`src/rtl/riscv_pkg.sv`:
```
// Shared control encodings for the multi-cycle RV32I core.
// Imported by the sequencer, the opcode decoder and the immediate decoder.
package riscv_pkg;

  typedef enum logic [2:0] {
    S_FETCH  = 3'd0,
    S_DECODE = 3'd1,
    S_EXEC   = 3'd2,
    S_MEM    = 3'd3,
    S_WB     = 3'd4,
    S_TRAP   = 3'd5
  } state_e;

  typedef enum logic [3:0] {
    CL_OP     = 4'd0,
    CL_OPIMM  = 4'd1,
    CL_LUI    = 4'd2,
    CL_AUIPC  = 4'd3,
    CL_LOAD   = 4'd4,
    CL_STORE  = 4'd5,
    CL_JAL    = 4'd6,
    CL_JALR   = 4'd7,
    CL_BRANCH = 4'd8,
    CL_ILL    = 4'd9
  } opc_class_e;

  localparam logic [6:0] OPC_LUI    = 7'b0110111;
  localparam logic [6:0] OPC_AUIPC  = 7'b0010111;
  localparam logic [6:0] OPC_JAL    = 7'b1101111;
  localparam logic [6:0] OPC_JALR   = 7'b1100111;
  localparam logic [6:0] OPC_BRANCH = 7'b1100011;
  localparam logic [6:0] OPC_LOAD   = 7'b0000011;
  localparam logic [6:0] OPC_STORE  = 7'b0100011;
  localparam logic [6:0] OPC_OPIMM  = 7'b0010011;
  localparam logic [6:0] OPC_OP     = 7'b0110011;

  localparam logic [2:0] IMM_I = 3'b000;
  localparam logic [2:0] IMM_S = 3'b001;
  localparam logic [2:0] IMM_U = 3'b010;
  localparam logic [2:0] IMM_J = 3'b100;
  localparam logic [2:0] IMM_B = 3'b101;

  localparam logic [1:0] ALU_ADD   = 2'b00;
  localparam logic [1:0] ALU_FN    = 2'b01;
  localparam logic [1:0] ALU_PASSB = 2'b10;

  localparam logic [1:0] WB_ALU = 2'b00;
  localparam logic [1:0] WB_MEM = 2'b01;
  localparam logic [1:0] WB_PC4 = 2'b10;

endpackage

```
`src/rtl/opcode_class.sv`:
```
// Combinational opcode classifier: instruction class, immediate
// format and illegal-opcode flag.
module opcode_class
  import riscv_pkg::*;
(
  input  logic [6:0]  i_opcode,
  output opc_class_e  o_cls,
  output logic [2:0]  o_imm_sel,
  output logic        o_illegal
);

  always_comb begin
    o_cls     = CL_ILL;
    o_imm_sel = IMM_I;
    o_illegal = 1'b0;
    unique case (1'b1)
      (i_opcode == OPC_OP): begin
        o_cls = CL_OP;
      end
      (i_opcode == OPC_OPIMM): begin
        o_cls = CL_OPIMM;
      end
      (i_opcode == OPC_LUI): begin
        o_cls     = CL_LUI;
        o_imm_sel = IMM_U;
      end
      (i_opcode == OPC_AUIPC): begin
        o_cls     = CL_AUIPC;
        o_imm_sel = IMM_U;
      end
      (i_opcode == OPC_LOAD): begin
        o_cls = CL_LOAD;
      end
      (i_opcode == OPC_STORE): begin
        o_cls     = CL_STORE;
        o_imm_sel = IMM_S;
      end
      (i_opcode == OPC_JAL): begin
        o_cls     = CL_JAL;
        o_imm_sel = IMM_J;
      end
      (i_opcode == OPC_JALR): begin
        o_cls = CL_JALR;
      end
      (i_opcode == OPC_BRANCH): begin
        o_cls     = CL_BRANCH;
        o_imm_sel = IMM_B;
      end
      default: begin
        o_illegal = 1'b1;
      end
    endcase
  end

endmodule

```
`src/rtl/riscv_mc_ctrl.sv`:
```
// Multi-cycle control sequencer: fetch, decode, execute, memory and
// writeback stepping for the shared-datapath RV32I core.
module riscv_mc_ctrl
  import riscv_pkg::*;
(
  input  logic        clk,
  input  logic        rst_n,
  input  logic [31:0] ir,
  input  logic        mem_ready,
  input  logic        br_taken,
  output logic        mem_req,
  output logic        mem_we,
  output logic        addr_sel,
  output logic        ir_we,
  output logic        pc_we,
  output logic        pc_sel,
  output logic [2:0]  imm_sel,
  output logic        alu_a_sel,
  output logic        alu_b_sel,
  output logic [1:0]  alu_op,
  output logic        rf_we,
  output logic [1:0]  wb_sel,
  output logic        trap
);

  state_e     r_state;
  state_e     w_next;
  opc_class_e w_cls;
  logic [2:0] w_imm;
  logic       w_ill;
  logic       w_mem_req;
  logic       w_ir_we;
  logic       w_pc_we;
  logic       w_rf_we;
  logic       w_unused;

  assign w_unused = ^ir[31:7];

  opcode_class u_opc (
    .i_opcode  (ir[6:0]),
    .o_cls     (w_cls),
    .o_imm_sel (w_imm),
    .o_illegal (w_ill)
  );

  always_ff @(posedge clk or negedge rst_n) begin
    if (!rst_n) r_state <= S_FETCH;
    else        r_state <= w_next;
  end

  always_comb begin
    w_next    = r_state;
    w_mem_req = 1'b0;
    w_ir_we   = 1'b0;
    w_pc_we   = 1'b0;
    w_rf_we   = 1'b0;
    mem_we    = 1'b0;
    addr_sel  = 1'b0;
    pc_sel    = 1'b0;
    alu_a_sel = 1'b0;
    alu_b_sel = 1'b0;
    alu_op    = ALU_ADD;
    wb_sel    = WB_ALU;
    unique case (r_state)
      S_FETCH: begin
        w_mem_req = 1'b1;
        if (mem_ready) begin
          w_ir_we = 1'b1;
          w_next  = S_DECODE;
        end
      end
      S_DECODE: begin
        w_next = w_ill ? S_TRAP : S_EXEC;
      end
      S_EXEC: begin
        w_next = S_WB;
        unique case (w_cls)
          CL_OP: begin
            alu_op = ALU_FN;
          end
          CL_OPIMM: begin
            alu_op    = ALU_FN;
            alu_b_sel = 1'b1;
          end
          CL_LUI: begin
            alu_op    = ALU_PASSB;
            alu_b_sel = 1'b1;
          end
          CL_AUIPC: begin
            alu_a_sel = 1'b1;
            alu_b_sel = 1'b1;
          end
          CL_LOAD, CL_STORE: begin
            alu_b_sel = 1'b1;
            w_next    = S_MEM;
          end
          CL_JAL: begin
            alu_a_sel = 1'b1;
            alu_b_sel = 1'b1;
            w_pc_we   = 1'b1;
            pc_sel    = 1'b1;
          end
          CL_JALR: begin
            alu_b_sel = 1'b1;
            w_pc_we   = 1'b1;
            pc_sel    = 1'b1;
          end
          CL_BRANCH: begin
            alu_a_sel = 1'b1;
            alu_b_sel = 1'b1;
            w_pc_we   = 1'b1;
            pc_sel    = br_taken;
            w_next    = S_FETCH;
          end
          default: begin
            w_next = S_TRAP;
          end
        endcase
      end
      S_MEM: begin
        w_mem_req = 1'b1;
        addr_sel  = 1'b1;
        mem_we    = (w_cls == CL_STORE);
        if (mem_ready) begin
          if (w_cls == CL_STORE) begin
            w_pc_we = 1'b1;
            w_next  = S_FETCH;
          end else begin
            w_next = S_WB;
          end
        end
      end
      S_WB: begin
        w_rf_we = 1'b1;
        w_next  = S_FETCH;
        // jumps already redirected the PC in EXEC
        if (w_cls == CL_LOAD) begin
          wb_sel  = WB_MEM;
          w_pc_we = 1'b1;
        end else if (w_cls == CL_JAL || w_cls == CL_JALR) begin
          wb_sel = WB_PC4;
        end else begin
          w_pc_we = 1'b1;
        end
      end
      S_TRAP: begin
        w_next = S_TRAP;
      end
      default: begin
        w_next = S_FETCH;
      end
    endcase
  end

  assign imm_sel = (r_state == S_FETCH || r_state == S_TRAP) ? IMM_I : w_imm;
  assign trap    = (r_state == S_TRAP);

  // enables are forced low while reset is held
  assign mem_req = rst_n & w_mem_req;
  assign ir_we   = rst_n & w_ir_we;
  assign pc_we   = rst_n & w_pc_we;
  assign rf_we   = rst_n & w_rf_we;

endmodule
```
`config.mk`:
```
export PLATFORM = sky130hd
export DESIGN_NAME = riscv_mc_ctrl
export DESIGN_NICKNAME = d
export VERILOG_FILES = /design/src/rtl/riscv_pkg.sv /design/src/rtl/opcode_class.sv /design/src/rtl/riscv_mc_ctrl.sv
export SDC_FILE = /design/constraint.sdc
export NUM_CORES = 1
export LEC_CHECK = 0
export CAP_MARGIN = 20
export CELL_PAD_IN_SITES_DETAIL_PLACEMENT = 1
export CELL_PAD_IN_SITES_GLOBAL_PLACEMENT = 1
export CORE_MARGIN = 1
export CORE_UTILIZATION = 24
export CTS_CLUSTER_SIZE = 25
export DETAILED_ROUTE_END_ITERATION = 10
export GPL_ROUTABILITY_DRIVEN = 0
export GPL_TIMING_DRIVEN = 0
export PLACE_DENSITY = 0.93
export REMOVE_ABC_BUFFERS = 1
export SETUP_SLACK_MARGIN = 0.1
export SYNTH_ARGS = -nofsm -noshare
export SYNTH_HDL_FRONTEND = slang
export SYNTH_HIERARCHICAL = 1
export SYNTH_SLANG_ARGS = --single-unit
```
`constraint.sdc`:
```
create_clock -name clk -period 2.51 [get_ports clk]
set_input_delay 0.251 -clock clk [delete_from_list [all_inputs] [get_ports clk]]
set_output_delay 0.251 -clock clk [all_outputs]
set_load 0.01 [all_outputs]
```
==> flow_metrics.env, run 1 <==
export IMPL_cts_made_buffers=3
export IMPL_first_pass_iters=7
export IMPL_die_x_um=57.5
export IMPL_cts_sinks=3
export IMPL_powerDensity_nw_per_um2=420
export IMPL_fin_nets=170
export IMPL_io_buffers=27
export IMPL_synthArstFlopShare_pct=100
export IMPL_skew_ns=0.00535
export IMPL_grt_use_total_pct=17.1
export IMPL_die_area_um2=3310
export IMPL_initial_core_util_pct=26.1
export IMPL_hpwlAfterDp_um=1600
export IMPL_peakVddDrop_mv=0.122
export IMPL_grt_pass1_vias=952
export IMPL_clk_path_buf_depth=2
export IMPL_cts_max_level=1
export IMPL_clk_pin_slew_ns=0.04
export IMPL_drtAntennaViolNets=0
export IMPL_synth_seq_area_share_pct=10.2
export IMPL_rsz0062_at_grt="no"
export IMPL_viasPerCell=5.34
export IMPL_top_regs="r_state (3)"
export IMPL_p_leak_nw=0.463
export IMPL_via_count=875
export IMPL_finalPower_mw=0.498
export IMPL_wl_per_cell_um=16.1
export IMPL_maxCapViolCount=0
export IMPL_synthToLayoutAreaGrowth_pct=60.4
export IMPL_antenna_found_initial=0
export IMPL_core_area_um2=2830
export IMPL_hp_class="input pin to async pin"
export IMPL_drt_iter0_markers=26
export IMPL_drc=3
export IMPL_synth_edff_count=0
export IMPL_drive_gt1_share_pct=35.3
export IMPL_root_buffer="clkbuf_4"
export IMPL_critPathKind="input pin to output pin"
export IMPL_syn_area_um2=739
export IMPL_crit_required_ns=2.26
export IMPL_fin_crit_ns=2.30
export IMPL_ys_ff_latch=3
export IMPL_crit_fanout=8
export IMPL_ys_flop_type="dfrtp_1"
export IMPL_setup_viol=0
export IMPL_die_h_um=57.5
export IMPL_tightest_slew_ns=0.398
export IMPL_clk_latency_ns=0.23
export IMPL_max_slew_margin_rel_pct=73.5
export IMPL_status="finished, violations left"
export IMPL_syn_inst=102
export IMPL_row_count=19
export IMPL_ys_types=44
export IMPL_io_pins=53
export IMPL_cp_start_kind="input pin"
export IMPL_cts_tree="done"
export IMPL_fillCellCount=351
export IMPL_fin_tns_setup_ns=0
export IMPL_grt_overflow=0
export IMPL_hold_viol_final=0
export IMPL_post_route_period_util_pct=91.7
export IMPL_place_area_um2=971
export IMPL_top_register="r_state"
export IMPL_fmax_mhz=434
export IMPL_routed_wl_um=2640
export IMPL_syn_area_per_cell_um2=7.25
export IMPL_diodes=0
export IMPL_yosysWarnings=6
export IMPL_grt_max_degree=17
export IMPL_violations="design-rule violations"
export IMPL_grt_pass1_wl_um=4370
export IMPL_critPathCaptureType="output pin"
export IMPL_arrival_ns=2.05
export IMPL_largest_reg_flops=3
export IMPL_fin_area_um2=1190
export IMPL_report_final_slew_viol_count=0
critical path, cell delays in order:
cell and delay [ns]:
buf_4 0.18, inv_4 0.05, or3_4 0.41, a21oi_4 0.19, and4bb_1 0.27, nand4_1 0.10, o221ai_1 0.13, and2_1 0.18
dlygate4sd2_1 0.28
path summary, 6_finish.rpt:
| kind | from | end | slack [ns] | cells after the start |
|---|---|---|---|---|
| max | ir[4] | pc_we | 0.21 | 9 |
| min | rst_n | r_state[2] | 0.23 | 1 |
| max reg2reg | r_state[1] | r_state[2] | 1.22 | 3 |
| min reg2reg | r_state[2] | r_state[1] | 0.63 | 1 |
| max in group asynchronous | rst_n | r_state[0] | 2.07 | 1 |
| min in group clk | r_state[2] | r_state[1] | 0.63 | 1 |
power breakdown:
group / total (mW) / internal (mW) / switching (mW)
Combinational: 0.276 / 0.148 / 0.128
Clock: 0.0848 / 0.0595 / 0.0252
Sequential: 0.138 / 0.0677 / 0.0700
final cells by class:
| cell class | count | area (µm²) | share of cell area, % |
|---|---|---|---|
| tap | 31 | 38.8 | 3.27 |
| sequential | 3 | 77.6 | 6.54 |
| timing repair buffer | 37 | 318 | 26.8 |
| inverter | 1 | 6.26 | 0.527 |
| clock buffer | 4 | 26.3 | 2.22 |
| multi-input combinational | 88 | 719 | 60.7 |
layer usage:
metal	GRT usage, %	wire length [µm]
met5	0	0
met4	5.23	36
met3	3.63	112
met2	31.9	1410
met1	19.1	1080
kinds of logic after synthesis:
family	Yosys count	share of synthesized area, %
and+or+nand+nor	63	56.0
AOI/OAI and AO/OA	21	17.8
buffers and inverters	11	11.3
xor gates and xnor gates	4	4.74
DFF	3	10.2
metrics by stage:
step	utilization (%)	instances	hold slack [ns]	worst slack, ns
4_1_cts	41.2	163	0.228	0.124
5_1_grt	41.9	164	0.236	0.103
3_5_place_dp	34.3	150	0.480	-1.05
3_3_place_gp	34.3	150	0.474	-0.961
6_report	41.9	164	0.233	0.207
2_1_floorplan	-	92	-0.0446	0.406
cells in the final DEF (no fill, tap or decap), drive strengths merged, types with 2 or more instances in the layout:
cell type | Yosys | final
nand3 | 2 | 2
and2 | 3 | 3
nor4 | 4 | 4
nor2b | 6 | 6
xor2 | 4 | 4
and3b | 2 | 2
or3b | 2 | 2
o21bai | 2 | 2
clkbuf | 1 | 4
o21ai | 5 | 5
dfrtp | 3 | 3
nand2b | 6 | 6
nand2 | 7 | 7
dlygate4sd2 | 0 | 6
a21oi | 8 | 8
nor3b | 4 | 4
nor2 | 12 | 12
nor3 | 7 | 7
buf | 9 | 15
clkdlybuf4s50 | 0 | 15
synthesized netlist by cell type, types with 2 or more instances:
master / n / area [µm²]
a21oi_1: 7 / 35.0
and2_1: 3 / 18.8
buf_2: 4 / 20.0
buf_6: 4 / 45.0
dfrtp_1: 3 / 75.1
nand2_1: 7 / 26.3
nand2b_1: 5 / 31.3
nand3_1: 2 / 10.0
nor2_1: 12 / 45.0
nor2b_1: 5 / 31.3
nor3_1: 7 / 35.0
nor3b_2: 2 / 25.0
nor4_1: 3 / 18.8
o21ai_0: 3 / 15.0
o21ai_1: 2 / 10.0
o21bai_1: 2 / 15.0
xor2_1: 4 / 35.0
what timing repair did:
item,CTS,global route
pin swaps,8,5
cloned,0,0
buffers inserted,9,1
resized for setup,50,9
setup endpoints to repair,11,6
hold buffers,0,0
Power figures use the tool's default switching activity.
==> run 2: changes to the inputs <==
Settings changed: CELL_PAD_IN_SITES_DETAIL_PLACEMENT 1 to 0.
==> flow_metrics.env, run 2 (same netlist as run 1, synthesis figures left out) <==
export IMPL_root_buffer="clkbuf_4"
export IMPL_violations="design-rule violations"
export IMPL_final_common_cell="clkdlybuf4s50_1"
export IMPL_wl_per_cell_um=12.0
export IMPL_io_buffers=27
export IMPL_clk_path_buf_depth=2
export IMPL_diodes=0
export IMPL_antenna_found_initial=0
export IMPL_first_pass_iters=10
export IMPL_cts_made_buffers=3
export IMPL_critPathCaptureType="output pin"
export IMPL_clk_pin_slew_ns=0.04
export IMPL_row_count=19
export IMPL_grt_max_degree=17
export IMPL_maxCapViolCount=0
export IMPL_mostFrequentLayoutCells="15 x clkdlybuf4s50_1, 12 x nor2_1, 10 x buf_4"
export IMPL_top_regs="r_state (3)"
export IMPL_hold_buffers=0
export IMPL_crit_required_ns=2.26
export IMPL_die_h_um=57.5
export IMPL_via_count=853
export IMPL_cts_tree="done"
export IMPL_hp_class="input pin to async pin"
export IMPL_grt_pass1_wl_um=3460
export IMPL_viasPerCell=5.20
export IMPL_drt_iter0_markers=15
export IMPL_die_area_um2=3310
export IMPL_hpwlAfterDp_um=1350
export IMPL_max_slew_margin_rel_pct=65.4
export IMPL_drc=2
export IMPL_p_leak_nw=0.478
export IMPL_fin_nets=170
export IMPL_cts_max_level=1
export IMPL_arrival_ns=2.11
export IMPL_clk_latency_ns=0.23
export IMPL_initial_core_util_pct=26.1
export IMPL_final_core_util_pct=39.6
export IMPL_routed_wl_um=1970
export IMPL_drtAntennaViolNets=0
export IMPL_cp_start_kind="input pin"
export IMPL_drive_gt1_share_pct=30.1
export IMPL_crit_fanout=5
export IMPL_grt_overflow=0
export IMPL_skew_ns=0.00399
export IMPL_cts_sinks=3
export IMPL_top_register="r_state"
export IMPL_hold_viol_final=0
export IMPL_io_pins=53
export IMPL_largest_reg_flops=3
export IMPL_powerDensity_nw_per_um2=421
export IMPL_post_route_period_util_pct=93.9
export IMPL_fin_crit_ns=2.36
export IMPL_fmax_mhz=424
export IMPL_setup_viol=0
export IMPL_status="finished, violations left"
export IMPL_rsz0062_at_grt="yes"
export IMPL_critPathKind="input pin to output pin"
export IMPL_core_area_um2=2830
export IMPL_grt_pass1_vias=812
export IMPL_tightest_slew_ns=0.519
export IMPL_die_x_um=57.5
export IMPL_synthToLayoutAreaGrowth_pct=51.4
export IMPL_finalPower_mw=0.471
export IMPL_report_final_slew_viol_count=0
export IMPL_peakVddDrop_mv=0.178
export IMPL_grt_use_total_pct=13.0
==> run 2: cell types whose count changed in the layout (fill, tap and decap cells not counted), moves of 2 or more <==
cell / before / now
dlymetal6s2s_1: 1 / 3
dfrtp_1: 1 / 3
dlygate4sd2_1: 6 / 4
dfrtp_2: 2 / 0
==> run 2: critical path, cell delays in order <==
cell             delay, ns
clkdlybuf4s50_1       0.51
nand2_2               0.12
nor3_4                0.23
nor2b_2               0.24
nand2_1               0.11
nor2_1                0.10
clkdlybuf4s50_1       0.54
==> run 2: where the power goes <==
part           total (mW)  switching [mW]  internal (mW)  leakage (nW)
logic               0.260           0.115          0.145         0.428
registers           0.129          0.0652         0.0642        0.0359
clock network      0.0816          0.0223         0.0593        0.0150
total               0.471           0.202          0.269         0.478
==> run 2: metrics by stage <==
| stage | hold slack (ns) | cell area (µm²) | TNS, ns | setup WS [ns] | cells |
|---|---|---|---|---|---|
| 6_report | 0.236 | 1120 | 0 | 0.153 | 164 |
| 5_1_grt | 0.243 | 1120 | 0 | 0.0343 | 164 |
| 4_1_cts | 0.238 | 1110 | 0 | 0.127 | 164 |
| 3_5_place_dp | 0.480 | 971 | -7.19 | -1.01 | 150 |
| 3_3_place_gp | 0.474 | 971 | -6.72 | -0.961 | 150 |
| 2_1_floorplan | -0.0446 | 662 | 0 | 0.406 | 92 |
==> run 2: worst paths after layout <==
check,cells past startpoint,from,slack (ns),to
worst max register to register,3,r_state[0],1.25,r_state[0]
worst min register to register,1,r_state[2],0.70,r_state[1]
min in group clk,1,r_state[2],0.70,r_state[1]
worst max-delay path,7,ir[1],0.15,wb_sel[1]
max in group asynchronous,1,rst_n,2.09,r_state[1]
worst min-delay path,1,rst_n,0.24,r_state[2]
==> run 2: area by class of cell <==
| cell class | instances | area, µm² |
|---|---|---|
| clock buffer | 4 | 26.3 |
| fill | 290 | 1710 |
| inverter | 1 | 6.26 |
| multi-input combinational | 88 | 651 |
| sequential | 3 | 75.1 |
| tap | 31 | 38.8 |
| timing repair buffer | 37 | 323 |
==> run 2: per-layer routing <==
layer / part of all wire (%) / wire (µm) / GRT usage (%)
met5: 0 / 0 / 0
met4: 0 / 0 / 2.09
met3: 5.3 / 105 / 3.63
met2: 51 / 996 / 23.1
met1: 44 / 868 / 15.7
==> run 2: repair_timing <==
item / 4_1_cts / 5_1_grt
pin swaps: 8 / 2
gates resized for setup: 39 / 5
setup buffers: 10 / 0
setup endpoints to repair: 11 / 7
==> run 3: changes to the inputs <==
Settings changed: PLACE_DENSITY 0.93 to not set, PLACE_DENSITY_LB_ADDON set to 0.05, RECOVER_POWER set to 50.
==> flow_metrics.env, run 3 (same netlist as run 1, synthesis figures left out) <==
export IMPL_grt_util_met2_pct=24.1
export IMPL_diodes=0
export IMPL_regArea_um2=76.3
export IMPL_die_x_um=57.5
export IMPL_cts_made_buffers=3
export IMPL_die_area_um2=3310
export IMPL_critical_path_top_delay_family="buffers and inverters"
export IMPL_grt_busiest_layer="met2"
export IMPL_grt_use_total_pct=14.2
export IMPL_grt_pass1_vias=858
export IMPL_crit_fanout=6
export IMPL_drc=4
export IMPL_synthToLayoutAreaGrowth_pct=56.0
export IMPL_final_common_cell="nor2_1"
export IMPL_max_slew_margin_rel_pct=72.3
export IMPL_post_route_period_util_pct=91.9
export IMPL_cts_sinks=3
export IMPL_grt_max_degree=17
export IMPL_p_leak_nw=0.464
export IMPL_violations="design-rule violations"
export IMPL_met3_usage_pct=0.907
export IMPL_drive_gt1_share_pct=32.1
export IMPL_cts_tree="done"
export IMPL_hold_viol_final=0
export IMPL_fillCellCount=308
export IMPL_skew_ns=0.00429
export IMPL_wl_per_cell_um=12.8
export IMPL_cts_max_level=1
export IMPL_critPathKind="input pin to output pin"
export IMPL_finalPower_mw=0.472
export IMPL_routed_wl_um=2110
export IMPL_first_pass_iters=7
export IMPL_rsz0062_at_grt="yes"
export IMPL_mostFrequentLayoutCells="12 x nor2_1, 11 x buf_4, 10 x clkdlybuf4s50_1"
export IMPL_critPathCaptureType="output pin"
export IMPL_hold_buffers=0
export IMPL_io_pins=53
export IMPL_tightest_slew_ns=0.416
export IMPL_path_cells="clkdlybuf4s15_2 -> o41ai_2 -> o21ai_2 -> buf_4 -> nor4_2 -> clkdlybuf4s50_1"
export IMPL_cp_start_kind="input pin"
export IMPL_crit_path_top_delay_cell="clkdlybuf4s50_1"
export IMPL_crit_required_ns=2.26
export IMPL_row_count=19
export IMPL_drtAntennaViolNets=0
export IMPL_fmax_mhz=433
export IMPL_peakVddDrop_mv=0.104
export IMPL_die_h_um=57.5
export IMPL_top_regs="r_state (3)"
export IMPL_io_buffers=27
export IMPL_drt_iter0_markers=22
export IMPL_hp_class="input pin to async pin"
export IMPL_met1_usage_pct=18.3
export IMPL_report_final_slew_viol_count=0
export IMPL_setup_viol=0
export IMPL_largest_reg_flops=3
export IMPL_root_buffer="clkbuf_4"
export IMPL_place_area_um2=976
export IMPL_grt_overflow=0
export IMPL_top_register="r_state"
export IMPL_arrival_ns=2.06
export IMPL_clk_pin_slew_ns=0.04
export IMPL_grt_pass1_wl_um=3740
export IMPL_viasPerCell=4.96
export IMPL_powerDensity_nw_per_um2=409
export IMPL_clk_path_buf_depth=2
export IMPL_cp_num_buf_inv=3
export IMPL_fin_nets=171
export IMPL_slowest_delay_ns=0.57
export IMPL_core_area_um2=2830
export IMPL_hpwlAfterDp_um=1450
export IMPL_maxCapViolCount=0
export IMPL_clk_latency_ns=0.23
export IMPL_fin_area_um2=1150
export IMPL_antenna_found_initial=0
export IMPL_initial_core_util_pct=26.1
export IMPL_via_count=819
export IMPL_fin_crit_ns=2.31
export IMPL_status="finished, violations left"
export IMPL_multi_input_area_um2=669
-- run 3: cell count changes in the layout (fill, tap and decap cells not counted), moves of 2 or more --
cell and change:
buf_2 -2, clkdlybuf4s15_2 +2, clkdlybuf4s50_1 -5, dlygate4sd3_1 +5
-- run 3: per-stage QoR --
stage                     cells  setup TNS (ns)  hold slack, ns  setup WS, ns  util (%)
after global placement      150           -7.56           0.481         -1.05      34.3
final                       165               0           0.302         0.202      40.8
after CTS                   165               0           0.228         0.129      40.1
after detailed placement    151           -5.23           0.479        -0.787      34.5
after floorplan              92               0         -0.0446         0.406         -
after global routing        165               0           0.323        0.0956      40.8
-- run 3: what timing repair did --
| item | in CTS | in global routing |
|---|---|---|
| resized for setup | 34 | 13 |
| pin swaps | 9 | 3 |
| buffers inserted | 10 | 0 |
| setup endpoints to repair | 9 | 7 |
-- run 3: worst paths after layout --
| path | start | end | slack, ns | cells past startpoint |
|---|---|---|---|---|
| max | ir[5] | wb_sel[0] | 0.20 | 6 |
| min | rst_n | r_state[2] | 0.30 | 1 |
| max reg2reg | r_state[1] | r_state[2] | 1.25 | 4 |
| min reg2reg | r_state[2] | r_state[1] | 0.71 | 1 |
| max in group asynchronous | rst_n | r_state[0] | 2.00 | 1 |
| min in group clk | r_state[2] | r_state[1] | 0.71 | 1 |
-- run 3: layer usage --
layer  vias to the layer above  wire length, µm
met5                         -                0
met4                         0                0
met3                         0               49
met2                        13             1030
met1                       377             1040
li1                        429                -
-- run 3: cell type report --
cell class,count,share of cell area (%)
timing repair buffer,38,29.2
clock buffer,4,2.28
multi-input combinational,88,58.0
sequential,3,6.62
inverter,1,0.542
tap,31,3.36
-- run 3: power breakdown --
group	switching [mW]	leakage, nW	internal [mW]
Clock	0.0254	0.0150	0.0596
Sequential	0.0698	0.0351	0.0659
Combinational	0.109	0.414	0.142
